File: config.mk
export PLATFORM = sky130hd
export DESIGN_NAME = mem_addr_gen
export DESIGN_NICKNAME = d
export VERILOG_FILES = /design/src/rtl/mem_addr_gen.sv
export SDC_FILE = /design/constraint.sdc
export NUM_CORES = 1
export LEC_CHECK = 0
export ABC_CLOCK_PERIOD_IN_PS = 3200
export BUFFER_PORTS_ARGS = -buffer_cell sky130_fd_sc_hd__buf_2
export CORE_MARGIN = 2
export CORE_UTILIZATION = 40
export DETAILED_ROUTE_END_ITERATION = 7
export GPL_TIMING_DRIVEN = 0
export PLACE_DENSITY = 0.77
export SLEW_MARGIN = 15
export SYNTH_ARGS = -nofsm -noshare
export SYNTH_HDL_FRONTEND = slang
export SYNTH_SLANG_ARGS = --single-unit
File: constraint.sdc
create_clock -name clk -period 3.2 [get_ports clk]
set_input_delay 0.32 -clock clk [delete_from_list [all_inputs] [get_ports clk]]
set_output_delay 0.32 -clock clk [all_outputs]
set_load 0.01 [all_outputs]
File: src/rtl/mem_addr_gen.sv
`default_nettype none
// ============================================================================
//  Module   : mem_addr_gen
//  Brief    : PDP-8/e memory address generator: effective address, auto-index
//             write-back value and ISZ skip flag, stepped by the major state.
//  Revision : 1.0 - initial release
// ============================================================================
module mem_addr_gen #(
    parameter logic [0:11] RESET_ADDR = 12'o0200,
    parameter logic [0:8]  AI_BASE    = 9'o001
) (
    input  logic        clk,
    input  logic        reset,
    input  logic [4:0]  state,
    input  logic [0:11] pc,
    input  logic [0:11] instruction,
    input  logic [0:11] mdout,
    input  logic        int_in_prog,
    input  logic [0:11] sr,
    input  logic        load_addr,
    output logic [0:11] ma,
    output logic        auto_index,
    output logic [0:11] index_data,
    output logic        isz_skip
);

    // Major-state codes shared with the sequencer
    localparam logic [4:0] ST_F0  = 5'd0;
    localparam logic [4:0] ST_F1  = 5'd1;
    localparam logic [4:0] ST_F2  = 5'd2;
    localparam logic [4:0] ST_F3  = 5'd3;
    localparam logic [4:0] ST_FW  = 5'd4;
    localparam logic [4:0] ST_F2A = 5'd5;
    localparam logic [4:0] ST_F2B = 5'd6;
    localparam logic [4:0] ST_D0  = 5'd8;
    localparam logic [4:0] ST_D1  = 5'd9;
    localparam logic [4:0] ST_D2  = 5'd10;
    localparam logic [4:0] ST_D3  = 5'd11;
    localparam logic [4:0] ST_E0  = 5'd16;
    localparam logic [4:0] ST_E1  = 5'd17;
    localparam logic [4:0] ST_E2  = 5'd18;
    localparam logic [4:0] ST_E3  = 5'd19;
    localparam logic [4:0] ST_H0  = 5'd24;
    localparam logic [4:0] ST_H1  = 5'd25;
    localparam logic [4:0] ST_H2  = 5'd26;
    localparam logic [4:0] ST_H3  = 5'd27;

    localparam logic [2:0] OP_ISZ     = 3'o2;
    localparam logic [2:0] OP_LAST_MR = 3'o5;

    logic [0:11] ma_q, ma_d;
    logic        auto_index_q, auto_index_d;
    logic [0:11] index_data_q, index_data_d;
    logic        isz_skip_q, isz_skip_d;

    always_comb begin
        ma_d         = ma_q;
        auto_index_d = auto_index_q;
        index_data_d = index_data_q;
        isz_skip_d   = isz_skip_q;
        case (state)
            ST_F0: begin
                ma_d         = pc;
                isz_skip_d   = 1'b0;
                auto_index_d = 1'b0;
            end
            ST_F3: begin
                // pc here is still the fetch address, so its page bits select the current page
                if (instruction[0:2] <= OP_LAST_MR) begin
                    if (int_in_prog)
                        ma_d = 12'o0000;
                    else if (!instruction[4])
                        ma_d = {5'b00000, instruction[5:11]};
                    else
                        ma_d = {pc[0:4], instruction[5:11]};
                end
            end
            ST_D0: auto_index_d = (ma_q[0:8] == AI_BASE);
            ST_D1: index_data_d = mdout + 12'd1;
            ST_D3: begin
                ma_d         = auto_index_q ? index_data_q : mdout;
                auto_index_d = 1'b0;
            end
            ST_E1: isz_skip_d = (instruction[0:2] == OP_ISZ) && (mdout == 12'o7777);
            ST_H0, ST_H1, ST_H2, ST_H3: begin
                if (load_addr)
                    ma_d = sr;
            end
            ST_F1, ST_F2, ST_FW, ST_F2A, ST_F2B, ST_D2,
            ST_E0, ST_E2, ST_E3: begin
            end
            default: begin
            end
        endcase
    end

    always_ff @(posedge clk) begin
        if (reset) begin
            ma_q         <= RESET_ADDR;
            auto_index_q <= 1'b0;
            index_data_q <= 12'o0000;
            isz_skip_q   <= 1'b0;
        end else begin
            ma_q         <= ma_d;
            auto_index_q <= auto_index_d;
            index_data_q <= index_data_d;
            isz_skip_q   <= isz_skip_d;
        end
    end

    assign ma         = ma_q;
    assign auto_index = auto_index_q;
    assign index_data = index_data_q;
    assign isz_skip   = isz_skip_q;

endmodule
`default_nettype wire

==> out/metrics.csv <==
stage,metric,value,unit
status,outcome,completed,
power_and_ir_drop,p_leak,0.882,nW
clocking,cts_buffers,3,
worst_setup_path,path_class,flip-flop to flip-flop,
clocking,cts_root_buf,clkbuf_8,
sta,fmax,525,MHz
sta,finalSetupTns,0,ns
clocking,htree_levels,1,
global_route,grt_pass1_wl,7490,um
floorplan,coreArea,3940,um^2
worst_setup_path,cp-start-kind,flip-flop,
clocking,postCtsHoldBufs,0,
sta,maxSlewHeadroom,62.6,%
worst_setup_path,path_cells,"clkbuf_1, mux2_2, a222oi_1, a311oi_1",
worst_setup_path,required,3.35,ns
floorplan,start_util,41.1,%
place,hpwl,3780,um
place,place_ws,1.31,ns
clocking,clk_latency,0.27,ns
place,placedInstanceArea,2070,um^2
worst_setup_path,cp_data_arrival_time,2.06,ns
layout,drive_gt1_share,40.4,%
layout,mostFrequentLayoutCells,"buf_2 (84), dfxtp_1 (26), nor2_1 (18), a211oi_1 (16), nand2_1 (14)",
floorplan,die_w,67.6,um
floorplan,io-pin-count,83,
place,routabilityCongestion,0.840,
global_route,met1_usage,32.6,%
global_route,grt_pass1_vias,1556,
worst_setup_path,critPathSlowestCell,dfxtp_1,
run,maxCapViolCount,0,
synthesis,synthesis.nets,243,
layout,area_growth,31.4,%
global_route,busiest_layer,met1,
global_route,grt_util_met3,5.17,%
clocking,cts_setup_buffers,0,
sta,fin_crit,1.90,ns
routing,finalWirelength,4970,um
routing,vias,1812,
worst_setup_path,endpoint_kind,flip-flop,
clocking,post_cts_resized,0,
sta,finalHoldViolations,0,
layout,final_common_cell,buf_2,
sta,setup_violations,0,
layout,fillers,389,
routing,vias_per_cell,5.72,
sta,min_period_over_period,59.5,%
place,portBuffers,78,
layout,stdcell_area,2130,um^2
worst_setup_path,worstPathMaxFanout,10,
floorplan,die_area,4570,um^2
global_route,grt_antenna_before_repair,0,
sta,rsz0062_at_grt,false,
floorplan,rows,23,
sta,setup_ws,1.30,ns
global_route,grt_overflow,0,
synthesis,synth_seq_cells,26,
clocking,clk_pin_slew,0.10,ns
hold_path,hp-class,input port to flip-flop,
worst_setup_path,critPathMaxStageDelay,0.47,ns
sta,max_slew.worst_pin.slew,0.561,ns
sta,fin_skew,0.00347,ns
layout,finalNetCount,326,
clocking,ctsLongestPathBuffers,2,
routing,dr.pass1.iters,6,
routing,antenna_left,0,
synthesis,yosys_warnings,0,
layout,diodes,0,
synthesis,syn_area,1620,um^2
synthesis,ys_seq_area_share,32.1,%
power_and_ir_drop,totalPowerFinal,0.000740,W
clocking,cts_tree,yes,
global_route,grt_max_degree,15,
routing,drc_errors,0,
global_route,use_met2,31.0,%
synthesis,syn_avg_cell_area,8.75,um^2
power_and_ir_drop,vdd_drop_max,0.000204,V
power_and_ir_drop,p_per_area,348,nW/um^2
global_route,track_usage,21.9,%
clocking,clock_sinks,26,
sta,report.final.slew_viol_count,0,
synthesis,syn_inst,185,
synthesis,yosysUniqueCellTypes,40,
routing,wl_per_cell,15.7,um
sta,holdWs,0.279,ns
routing,dr.first_iter.drc_count,155,
floorplan,die_h,67.6,um
-- synth_stat cells --
master | n | share of area [%]
nor2_1 | 18 | 4.2
a21oi_1 | 13 | 4.0
nor4b_2 | 1 | 0.93
and3_1 | 1 | 0.39
and2_4 | 1 | 0.54
o21ai_0 | 1 | 0.31
buf_4 | 1 | 0.46
or4b_1 | 1 | 0.62
a311oi_1 | 6 | 3.2
ha_1 | 1 | 0.77
a21boi_0 | 1 | 0.46
nand2_1 | 14 | 3.2
and3b_1 | 1 | 0.54
a222oi_1 | 10 | 6.2
or3b_1 | 1 | 0.54
mux2_2 | 11 | 7.7
a311o_1 | 1 | 0.62
nor3_1 | 10 | 3.1
nor4_1 | 1 | 0.39
a31oi_1 | 1 | 0.39
xor2_1 | 2 | 1.1
inv_1 | 2 | 0.46
nand4_1 | 3 | 1.2
buf_2 | 6 | 1.9
a211oi_1 | 16 | 7.4
nand3_1 | 5 | 1.5
buf_6 | 3 | 2.1
dfxtp_1 | 26 | 32
a211oi_2 | 1 | 0.77
buf_1 | 1 | 0.23
mux2i_1 | 2 | 1.2
xnor2_1 | 9 | 4.9
a41oi_1 | 1 | 0.54
nor3b_4 | 1 | 1.2
a32o_1 | 1 | 0.62
and2_1 | 2 | 0.77
and4bb_2 | 1 | 0.77
a221oi_1 | 2 | 1.1
clkbuf_1 | 5 | 1.2
nand3b_1 | 1 | 0.46
-- flip-flops by register name (all words and copies together), names as in the netlist --
name,flops
ma,12
index_data,12
isz_skip,1
auto_index,1
-- per-layer routing --
metal  routed length, um  share of wire (%)
met2                2230                 45
met1                2120                 43
met3                 552                 11
met4                  55                1.1
met5                   0                  0
-- final cells by class --
| cell class | count | area [um^2] | share of cell area [%] |
|---|---|---|---|
| repair buffers | 78 | 390 | 18.4 |
| well taps | 50 | 62.6 | 2.94 |
| multi-input cells | 141 | 997 | 46.9 |
| flip-flops and latches | 26 | 520 | 24.5 |
| clock buffers | 4 | 55.1 | 2.59 |
| plain buffers | 16 | 93.8 | 4.41 |
| inverters | 2 | 7.51 | 0.353 |
-- cells by family after synthesis --
logic type	after synthesis	share of synthesized area (%)
compound gates	54	25.7
mux	13	8.89
flops	26	32.1
buf+inv	18	6.26
fa+ha+maj	1	0.773
simple gates	62	20.3
xor+xnor	11	5.95
-- worst paths after layout --
kind	startpoint	slack, ns	endpoint	depth (start not counted)
min reg2reg	isz_skip$_SDFFE_PP0P_	0.46	isz_skip$_SDFFE_PP0P_	2
min	mdout[11]	0.28	index_data[11]$_SDFFE_PP0N_	2
max	auto_index$_SDFFE_PP0P_	1.30	ma[11]$_SDFFE_PP0P_	4
max reg2reg	auto_index$_SDFFE_PP0P_	1.30	ma[11]$_SDFFE_PP0P_	4
-- power breakdown --
part | internal, W | total [W] | switching, W
registers | 0.000338 | 0.000348 | 0.00000987
logic | 0.0000799 | 0.000171 | 0.0000908
clock network | 0.000110 | 0.000221 | 0.000111
total | 0.000528 | 0.000740 | 0.000212
-- metrics by stage --
step / utilization (%) / instances
2_1_floorplan: - / 185
3_3_place_gp: 52.6 / 313
6_report: 54.0 / 317
4_1_cts: 54.0 / 317
5_1_grt: 54.0 / 317
3_5_place_dp: 52.6 / 313
-- worst max-delay path, delay by kind of cell (launching register included) --
family,cells,cell delay [ns]
multiplexers,1,0.40
flip-flops,1,0.47
buffers and inverters,1,0.46
AO/OA/AOI/OAI,2,0.46
No activity file was read; power rests on OpenSTA's default activity.
